===== config.mk =====
export PLATFORM = sky130hd
export DESIGN_NAME = muldiv_unit
export DESIGN_NICKNAME = d
export VERILOG_FILES = /design/src/rtl/muldiv_unit.sv
export SDC_FILE = /design/constraint.sdc
export NUM_CORES = 1
export LEC_CHECK = 0
export BUFFER_PORTS_ARGS = -buffer_cell sky130_fd_sc_hd__buf_4
export CAP_MARGIN = 20
export CELL_PAD_IN_SITES_DETAIL_PLACEMENT = 1
export CELL_PAD_IN_SITES_GLOBAL_PLACEMENT = 1
export CORE_MARGIN = 2
export CORE_UTILIZATION = 45
export DETAILED_ROUTE_END_ITERATION = 10
export PLACE_DENSITY_LB_ADDON = 0.3
export SYNTH_ARGS = -nofsm -noshare
export SYNTH_HDL_FRONTEND = slang
export SYNTH_SLANG_ARGS = --single-unit

===== constraint.sdc =====
create_clock -name clk -period 3.8 [get_ports clk]
set_input_delay 0.57 -clock clk [delete_from_list [all_inputs] [get_ports clk]]
set_output_delay 0.57 -clock clk [all_outputs]
set_load 0.005 [all_outputs]

===== src/rtl/muldiv_unit.sv =====
// muldiv_unit: iterative radix-2 multiply/divide unit with valid/ready on both sides.
// Fixed latency: accept -> PREP -> ITER (WIDTH cycles) -> FIX -> DONE.
// Multiply is shift-add over the operand magnitudes; divide is restoring division.
// Signs, divide-by-zero and signed overflow are resolved in FIX.
module muldiv_unit #(
  parameter int WIDTH = 16
) (
  input  logic             clk,
  input  logic             reset,
  input  logic             cmd_valid,
  output logic             cmd_ready,
  input  logic [1:0]       op,
  input  logic [WIDTH-1:0] op0,
  input  logic [WIDTH-1:0] op1,
  output logic             res_valid,
  input  logic             res_ready,
  output logic [WIDTH-1:0] result_lo,
  output logic [WIDTH-1:0] result_hi,
  output logic             z_out,
  output logic             n_out,
  output logic             c_out
);

  localparam int CW = $clog2(WIDTH);
  localparam logic [WIDTH-1:0] MOST_NEG = {1'b1, {(WIDTH-1){1'b0}}};

  typedef enum logic [2:0] {S_IDLE, S_PREP, S_ITER, S_FIX, S_DONE} state_t;

  state_t           state_q, state_d;
  logic [1:0]       op_q, op_d;
  logic [WIDTH-1:0] op0_q, op0_d, op1_q, op1_d;
  logic [WIDTH:0]   operand_q, operand_d;
  logic [WIDTH-1:0] acc_hi_q, acc_hi_d, acc_lo_q, acc_lo_d;
  logic [CW-1:0]    cnt_q, cnt_d;
  logic             neg_lo_q, neg_lo_d, neg_hi_q, neg_hi_d;
  logic [WIDTH-1:0] result_lo_q, result_lo_d, result_hi_q, result_hi_d;
  logic             z_q, z_d, n_q, n_d, c_q, c_d;

  logic             is_div, is_signed;
  logic [WIDTH:0]   ext0, ext1, mag0, mag1;
  logic [WIDTH:0]   mul_sum, div_shift;
  logic [WIDTH-1:0] div_diff;
  logic             div_ge;
  logic [2*WIDTH-1:0] prod, prod_fix;
  logic [WIDTH-1:0] quo_fix, rem_fix;

  assign is_div    = op_q[1];
  assign is_signed = op_q[0];

  // Operand magnitudes carry one extra bit so the most-negative value does not overflow.
  assign ext0 = {is_signed & op0_q[WIDTH-1], op0_q};
  assign ext1 = {is_signed & op1_q[WIDTH-1], op1_q};
  assign mag0 = ext0[WIDTH] ? -ext0 : ext0;
  assign mag1 = ext1[WIDTH] ? -ext1 : ext1;

  // One shift-add step and one restoring-division step.
  assign mul_sum   = {1'b0, acc_hi_q} + (acc_lo_q[0] ? operand_q : '0);
  assign div_shift = {acc_hi_q, acc_lo_q[WIDTH-1]};
  assign div_ge    = div_shift >= operand_q;
  assign div_diff  = div_shift[WIDTH-1:0] - operand_q[WIDTH-1:0];

  // Sign-corrected candidate results for FIX.
  assign prod     = {acc_hi_q, acc_lo_q};
  assign prod_fix = neg_lo_q ? -prod : prod;
  assign quo_fix  = neg_lo_q ? -acc_lo_q : acc_lo_q;
  assign rem_fix  = neg_hi_q ? -acc_hi_q : acc_hi_q;

  assign cmd_ready = (state_q == S_IDLE);
  assign res_valid = (state_q == S_DONE);
  assign result_lo = result_lo_q;
  assign result_hi = result_hi_q;
  assign z_out     = z_q;
  assign n_out     = n_q;
  assign c_out     = c_q;

  // Next-state and datapath updates for each FSM state.
  always_comb begin
    state_d     = state_q;
    op_d        = op_q;
    op0_d       = op0_q;
    op1_d       = op1_q;
    operand_d   = operand_q;
    acc_hi_d    = acc_hi_q;
    acc_lo_d    = acc_lo_q;
    cnt_d       = cnt_q;
    neg_lo_d    = neg_lo_q;
    neg_hi_d    = neg_hi_q;
    result_lo_d = result_lo_q;
    result_hi_d = result_hi_q;
    z_d         = z_q;
    n_d         = n_q;
    c_d         = c_q;
    case (state_q)
      S_IDLE: begin
        if (cmd_valid) begin
          op_d    = op;
          op0_d   = op0;
          op1_d   = op1;
          state_d = S_PREP;
        end
      end
      S_PREP: begin
        neg_lo_d = ext0[WIDTH] ^ ext1[WIDTH];
        neg_hi_d = ext0[WIDTH];
        acc_hi_d = '0;
        if (is_div) begin
          acc_lo_d  = mag0[WIDTH-1:0];
          operand_d = mag1;
        end else begin
          acc_lo_d  = mag1[WIDTH-1:0];
          operand_d = mag0;
        end
        cnt_d   = CW'(WIDTH - 1);
        state_d = S_ITER;
      end
      S_ITER: begin
        if (is_div) begin
          acc_hi_d = div_ge ? div_diff : div_shift[WIDTH-1:0];
          acc_lo_d = {acc_lo_q[WIDTH-2:0], div_ge};
        end else begin
          acc_hi_d = mul_sum[WIDTH:1];
          acc_lo_d = {mul_sum[0], acc_lo_q[WIDTH-1:1]};
        end
        cnt_d = cnt_q - 1'b1;
        if (cnt_q == '0) state_d = S_FIX;
      end
      S_FIX: begin
        if (!is_div) begin
          result_lo_d = prod_fix[WIDTH-1:0];
          result_hi_d = prod_fix[2*WIDTH-1:WIDTH];
          z_d = (prod_fix == '0);
          n_d = result_hi_d[WIDTH-1];
          c_d = is_signed ? (result_hi_d != {WIDTH{result_lo_d[WIDTH-1]}})
                          : (result_hi_d != '0);
        end else begin
          if (op1_q == '0) begin
            result_lo_d = '1;
            result_hi_d = op0_q;
            c_d = 1'b1;
          end else if (is_signed && op0_q == MOST_NEG && op1_q == '1) begin
            result_lo_d = op0_q;
            result_hi_d = '0;
            c_d = 1'b1;
          end else begin
            result_lo_d = quo_fix;
            result_hi_d = rem_fix;
            c_d = 1'b0;
          end
          z_d = (result_lo_d == '0);
          n_d = result_lo_d[WIDTH-1];
        end
        state_d = S_DONE;
      end
      S_DONE: begin
        if (res_ready) state_d = S_IDLE;
      end
      default: state_d = S_IDLE;
    endcase
  end

  // State and datapath registers; reset aborts any operation and clears results.
  always_ff @(posedge clk) begin
    if (reset) begin
      state_q     <= S_IDLE;
      op_q        <= '0;
      op0_q       <= '0;
      op1_q       <= '0;
      operand_q   <= '0;
      acc_hi_q    <= '0;
      acc_lo_q    <= '0;
      cnt_q       <= '0;
      neg_lo_q    <= 1'b0;
      neg_hi_q    <= 1'b0;
      result_lo_q <= '0;
      result_hi_q <= '0;
      z_q         <= 1'b0;
      n_q         <= 1'b0;
      c_q         <= 1'b0;
    end else begin
      state_q     <= state_d;
      op_q        <= op_d;
      op0_q       <= op0_d;
      op1_q       <= op1_d;
      operand_q   <= operand_d;
      acc_hi_q    <= acc_hi_d;
      acc_lo_q    <= acc_lo_d;
      cnt_q       <= cnt_d;
      neg_lo_q    <= neg_lo_d;
      neg_hi_q    <= neg_hi_d;
      result_lo_q <= result_lo_d;
      result_hi_q <= result_hi_d;
      z_q         <= z_d;
      n_q         <= n_d;
      c_q         <= c_d;
    end
  end

endmodule


### Word-level counts from Yosys, hierarchy flattened

Cells that the tools add are included.

* bits in registers: 127

* $lt $le $gt $ge: 1
* bitwise gates (word level): 3
* reductions and logical operators: 11
* muxes and demuxes: 32
* equal/unequal tests: 10
* $add $sub $neg: 8

Operators by type and width (number)
* 16-bit two-way mux: 14
* 17-bit two-way mux: 4
* 16-bit case mux with 2 select lines: 2
* 17-bit negation: 2
* 16-bit == test (second input constant): 2
* 16-bit zero test: 2
* 32-bit zero test: 1
* 32-bit two-way mux: 1
* 16-bit negation: 2
* 32-bit negation: 1
* 16-bit by 17-bit adder with 17-bit output: 1
* 17-bit greater-or-equal comparator: 1
* 16-bit inequality test: 1
* 16-bit nonzero test: 1
* 16-bit subtractor: 1
* 3-bit case mux with 5 select lines: 1
* 3-bit two-way mux: 3
* 4-bit case mux with 2 select lines: 1
* 3-bit by 2-bit == test with 1-bit output (second input constant): 2
* 1-bit two-way mux: 6
* 4-bit zero test: 1
* 2-bit inequality test (second input constant): 2
* 4-bit by 1-bit subtractor with 4-bit output (second input constant): 1
* 3-bit by 1-bit == test with 1-bit output (second input constant): 1
* 9 further kinds: 11

### Depth between registers and ports, before layout

* word-level depth: 9
* gate-level depth with buffers: 14
* depth with buffers taken out: 13

### Worst setup path before layout

Ideal clock, no wire load.

* kind: register to register
* start: register acc_lo_q[0]
* end: register c_q (netlist: c_out)
* arrival time: 3020 ps
* setup time: 132 ps
* slack: 647 ps
* cell stages (with the launch flop): 14
* cell sequence: dfxtp_1 buf_6 inv_1 buf_1 ha_1 nor4b_1 nand4_1 o41ai_2 xor2_1 nor4_1 nand4_1 nor4bb_1 a22o_1 a2111oi_1

* word-level cells in the longest chain between the ends: 5

Ends and longest elaborated chain
* from (decl): RTL line 33 `logic [WIDTH-1:0] acc_hi_q, acc_hi_d, acc_lo_q, acc_lo_d;`
* from (signal assigned): RTL line 186 `acc_lo_q <= acc_lo_d;`
* 32-bit negation *: RTL line 64 `assign prod_fix = neg_lo_q ? -prod : prod;`
* 32-bit two-way mux *: RTL line 64
* 16-bit inequality test / 16-bit nonzero test (equally long branches): RTL line 133, 134
* 1-bit two-way mux *: RTL line 133 `c_d = is_signed ? (result_hi_d != {WIDTH{result_lo_d[WIDTH-1]}})`
* 1-bit two-way mux *: RTL line 128 `if (!is_div) begin`
* to (signal assigned): RTL line 178 `c_q <= 1'b0;`
* to (signal assigned): RTL line 194 `c_q <= c_d;`
* to (decl): RTL line 37 `logic z_q, z_d, n_q, n_d, c_q, c_d;`

Mark *: on every way between the ends. The rest lies on a longest branch, timed or not.
A chain may end at the register's enable or synchronous reset.

### Final worst setup path

* start: register acc_hi_q[2]
* end: register acc_hi_q[12]

* word-level cells in the longest chain between the ends: 4

Ends and longest elaborated chain
* from (decl): RTL line 33
* from (signal assigned): RTL line 185 `acc_hi_q <= acc_hi_d;`
* 16-bit subtractor / 17-bit greater-or-equal comparator (equally long branches): RTL line 60, 59
* 16-bit two-way mux: RTL line 118 `acc_hi_d = div_ge ? div_diff : div_shift[WIDTH-1:0];`
* 16-bit two-way mux *: RTL line 117 `if (is_div) begin`
* 16-bit case mux with 2 select lines *: RTL line 93 `case (state_q)`

Marks and branches as above.

==> metrics.txt <==
post-synth top area share=between 20% and 30%; Syn. warnings=0; die width=146 um; crit path time final=approximately 3400 ps; Post-Route WL=32,000 um; CTS Hold Buffers Added=0; Worst slew margin=30.3%; post-synthesis cell count=around 1,200; Initial Util=between 40% and 50%; CTS tree=yes; Primary FF master, synth=dfxtp_1; Startpoint Class=register; Num CTS Buffers=17; first-pass GRT wire length=50,700 um; cell row count=52; setup TNS=0 ps; Slowest cell on crit path=dfxtp_1; CP bufs+invs=1; vias in the first global route=9,356; largest net degree at the start of global routing=90; top-level I/O count=75; # setup viols final=0; worst vdd ir=~0.3 mV; average size of a mapped cell=7.35 um2; antenna cells=0; Hold Crit Class=primary input to register; Tightest Pin Transition=between 1000 and 1500 ps; Async SR Flop Fraction=0%; Slew Viols, Final=0; PwrDens=451 mW/mm2; area grow syn2layout=15.7%; hpwl dp=23,000 um; RSZ-0062 raised after global routing=no; Nets=1,345; Post-Syn Area=0.00911 mm2; # Post-CTS Setup Buffers=0; Wirelength per Cell=between 20 and 25 um; Placeable Area=0.0200 mm2; Clock Sinks=127; global route overflow=0; leakage=4.11 nW; clk slew on worst S/H paths=70 ps; FMAX=296 MHz; Crit Path Max Fanout=27; crit-path cells=ha_1 -> nand4_1 -> a21oi_1 -> o41a_1 -> o41ai_2 -> nand2_1 -> a41oi_2 -> buf_4 -> mux2_2 -> nand2_1 -> a21oi_1; Unique masters post-synth=71; top post-synthesis cells by area=dfxtp_1 (28%), nand2_1 (8.2%), a21oi_1 (7.5%); DRC viols=0; Setup WS pre-CTS=495 ps; Max Root-Sink Buffers=2; crit path kind=register to register; vias per inst=around 6.0; Antenna Nets Post-Route=0; Buffers on Ports=74; DIE AREA=0.0214 mm2; Critical Path End Type=register; Synth top cells by count=nand2_1 (199), a21oi_1 (137), dfxtp_1 (127); skew final=roughly 11 ps; post-CTS sizing=0; status=finished clean; clock root buffer=clkbuf_16; clock latency on the worst-skew pair=around 430 ps; H-tree depth=4; DRT Pass-1 Iters=5; count leader, synth=nand2_1; crit-path leading delay family=compound AO/OA/AOI/OAI gates; GP Congestion=0.953; Post-synth EDFFs=0; antenna violations before repair=1; Placed Cells=1,515; max cap viols=0; DRT iter0 DRCs=740; Hold Vio Cnt, Final=0; Final period util=88.9%; Net Count, Synth=1,319; max incr delay on CP=610 ps; Setup WS post-layout=between 400 and 500 ps; worst hold margin=~380 ps; Total Routing Usage GR=about 30%; Worst EP required=roughly 4100 ps; #FFs+latches synth=~130; Layout Cells excl Fill=approximately 1,500; critical path arrival=3690 ps; layout cells sized above 1=approximately 13%; register area share after synthesis=27.9%; die height=146 um; top cell type by total area after synthesis=dfxtp_1; via count=9,340
[cell usage in the layout (no fill, tap or decap), types with 5 or more instances in the layout]
| cell type | synthesis | routed |
|---|---|---|
| a22oi_1 | 11 | 11 |
| or3_1 | 10 | 10 |
| ha_1 | 39 | 39 |
| xnor2_1 | 58 | 58 |
| and2_1 | 7 | 7 |
| nor2_1 | 115 | 115 |
| a221oi_1 | 12 | 12 |
| nand2b_1 | 6 | 6 |
| nand3b_1 | 5 | 5 |
| a21oi_1 | 137 | 137 |
| o31ai_1 | 18 | 18 |
| a31oi_1 | 8 | 8 |
| inv_6 | 0 | 5 |
| nand4_1 | 8 | 8 |
| nor3_1 | 40 | 39 |
| nor4_1 | 8 | 8 |
| clkbuf_16 | 0 | 17 |
| xor2_1 | 41 | 41 |
| nand2_1 | 199 | 199 |
| mux2i_1 | 20 | 20 |
| dfxtp_1 | 127 | 126 |
| mux2_2 | 8 | 8 |
| a211oi_1 | 18 | 18 |
| a21o_1 | 13 | 13 |
| buf_4 | 0 | 100 |
| o211ai_1 | 40 | 40 |
| and3_1 | 9 | 9 |
| nand3_1 | 20 | 20 |
| inv_1 | 39 | 39 |
| o21ai_0 | 46 | 46 |
| nor2b_1 | 5 | 5 |
| nor3b_1 | 8 | 7 |
[per-stage QoR]
step | util, % | cell area [um2] | power [W]
final | 52.6 | 10500 | 0.00475
after detailed placement | 49.1 | 9830 | 0.00288
after global routing | 52.6 | 10500 | 0.00497
after CTS | 52.3 | 10500 | 0.00472
after global placement | 49.1 | 9830 | 0.00284
after floorplan | - | 9110 | 0.00248
[where the power goes]
group          switching (W)  internal, W
Clock               0.000714      0.00112
Sequential          0.000129      0.00142
Combinational       0.000865     0.000506
Total                0.00171      0.00304
[flip-flops by register name, indices dropped and copies added, names as in the netlist, 2 cells and up]
name,count
acc_hi_q,16
state_q,3
op1_q,16
op_q,2
result_hi,16
cnt_q,4
result_lo,16
op0_q,16
acc_lo_q,16
operand_q,17
[per-layer routing]
layer / track usage (%) / part of all wire, % / vias to the layer above
li1: - / - / 4440
met1: 39.2 / 45 / 4522
met2: 47.5 / 46 / 306
met3: 5.81 / 5.5 / 70
met4: 13.1 / 3.8 / 2
met5: 0 / 0.044 / -
[worst min-delay path: cells and delay by family]
kind / cells / cell delay (ps)
buf+inv: 1 / 100
compound gates: 1 / 50
simple gates: 1 / 50
[final timing paths]
path / start / end / slack [ps] / depth (start not counted)
max: acc_hi_q[2]$_SDFFE_PP0N_ / acc_hi_q[12]$_SDFFE_PP0N_ / 420 / 11
min: op0[3] / op0_q[3]$_SDFFE_PP0P_ / 380 / 3
max reg2reg: acc_hi_q[2]$_SDFFE_PP0N_ / acc_hi_q[12]$_SDFFE_PP0N_ / 420 / 11
min reg2reg: operand_q[8]$_SDFFE_PP0P_ / operand_q[8]$_SDFFE_PP0P_ / 450 / 2
[layout make-up]
class	instances	area, um2
Sequential cell	127	2540
Clock buffer	17	425
Timing Repair Buffer	102	806
Multi-Input combinational cell	979	6060
Fill cell	2553	9500
Clock inverter	15	221
Inverter	39	146
Tap cell	270	338
[cells by family (layout without fill, tap and decap cells)]
kind of cell / after synthesis / in the layout / synth area share (%)
fa+ha+maj: 41 / 41 / 5.80
compound gates: 346 / 346 / 24.4
buf+inv: 134 / 173 / 5.73
xor+xnor: 99 / 99 / 9.52
flops: 127 / 127 / 27.9
simple gates: 465 / 465 / 23.5
mux: 28 / 28 / 3.19
(Power assumes the default switching activity.)
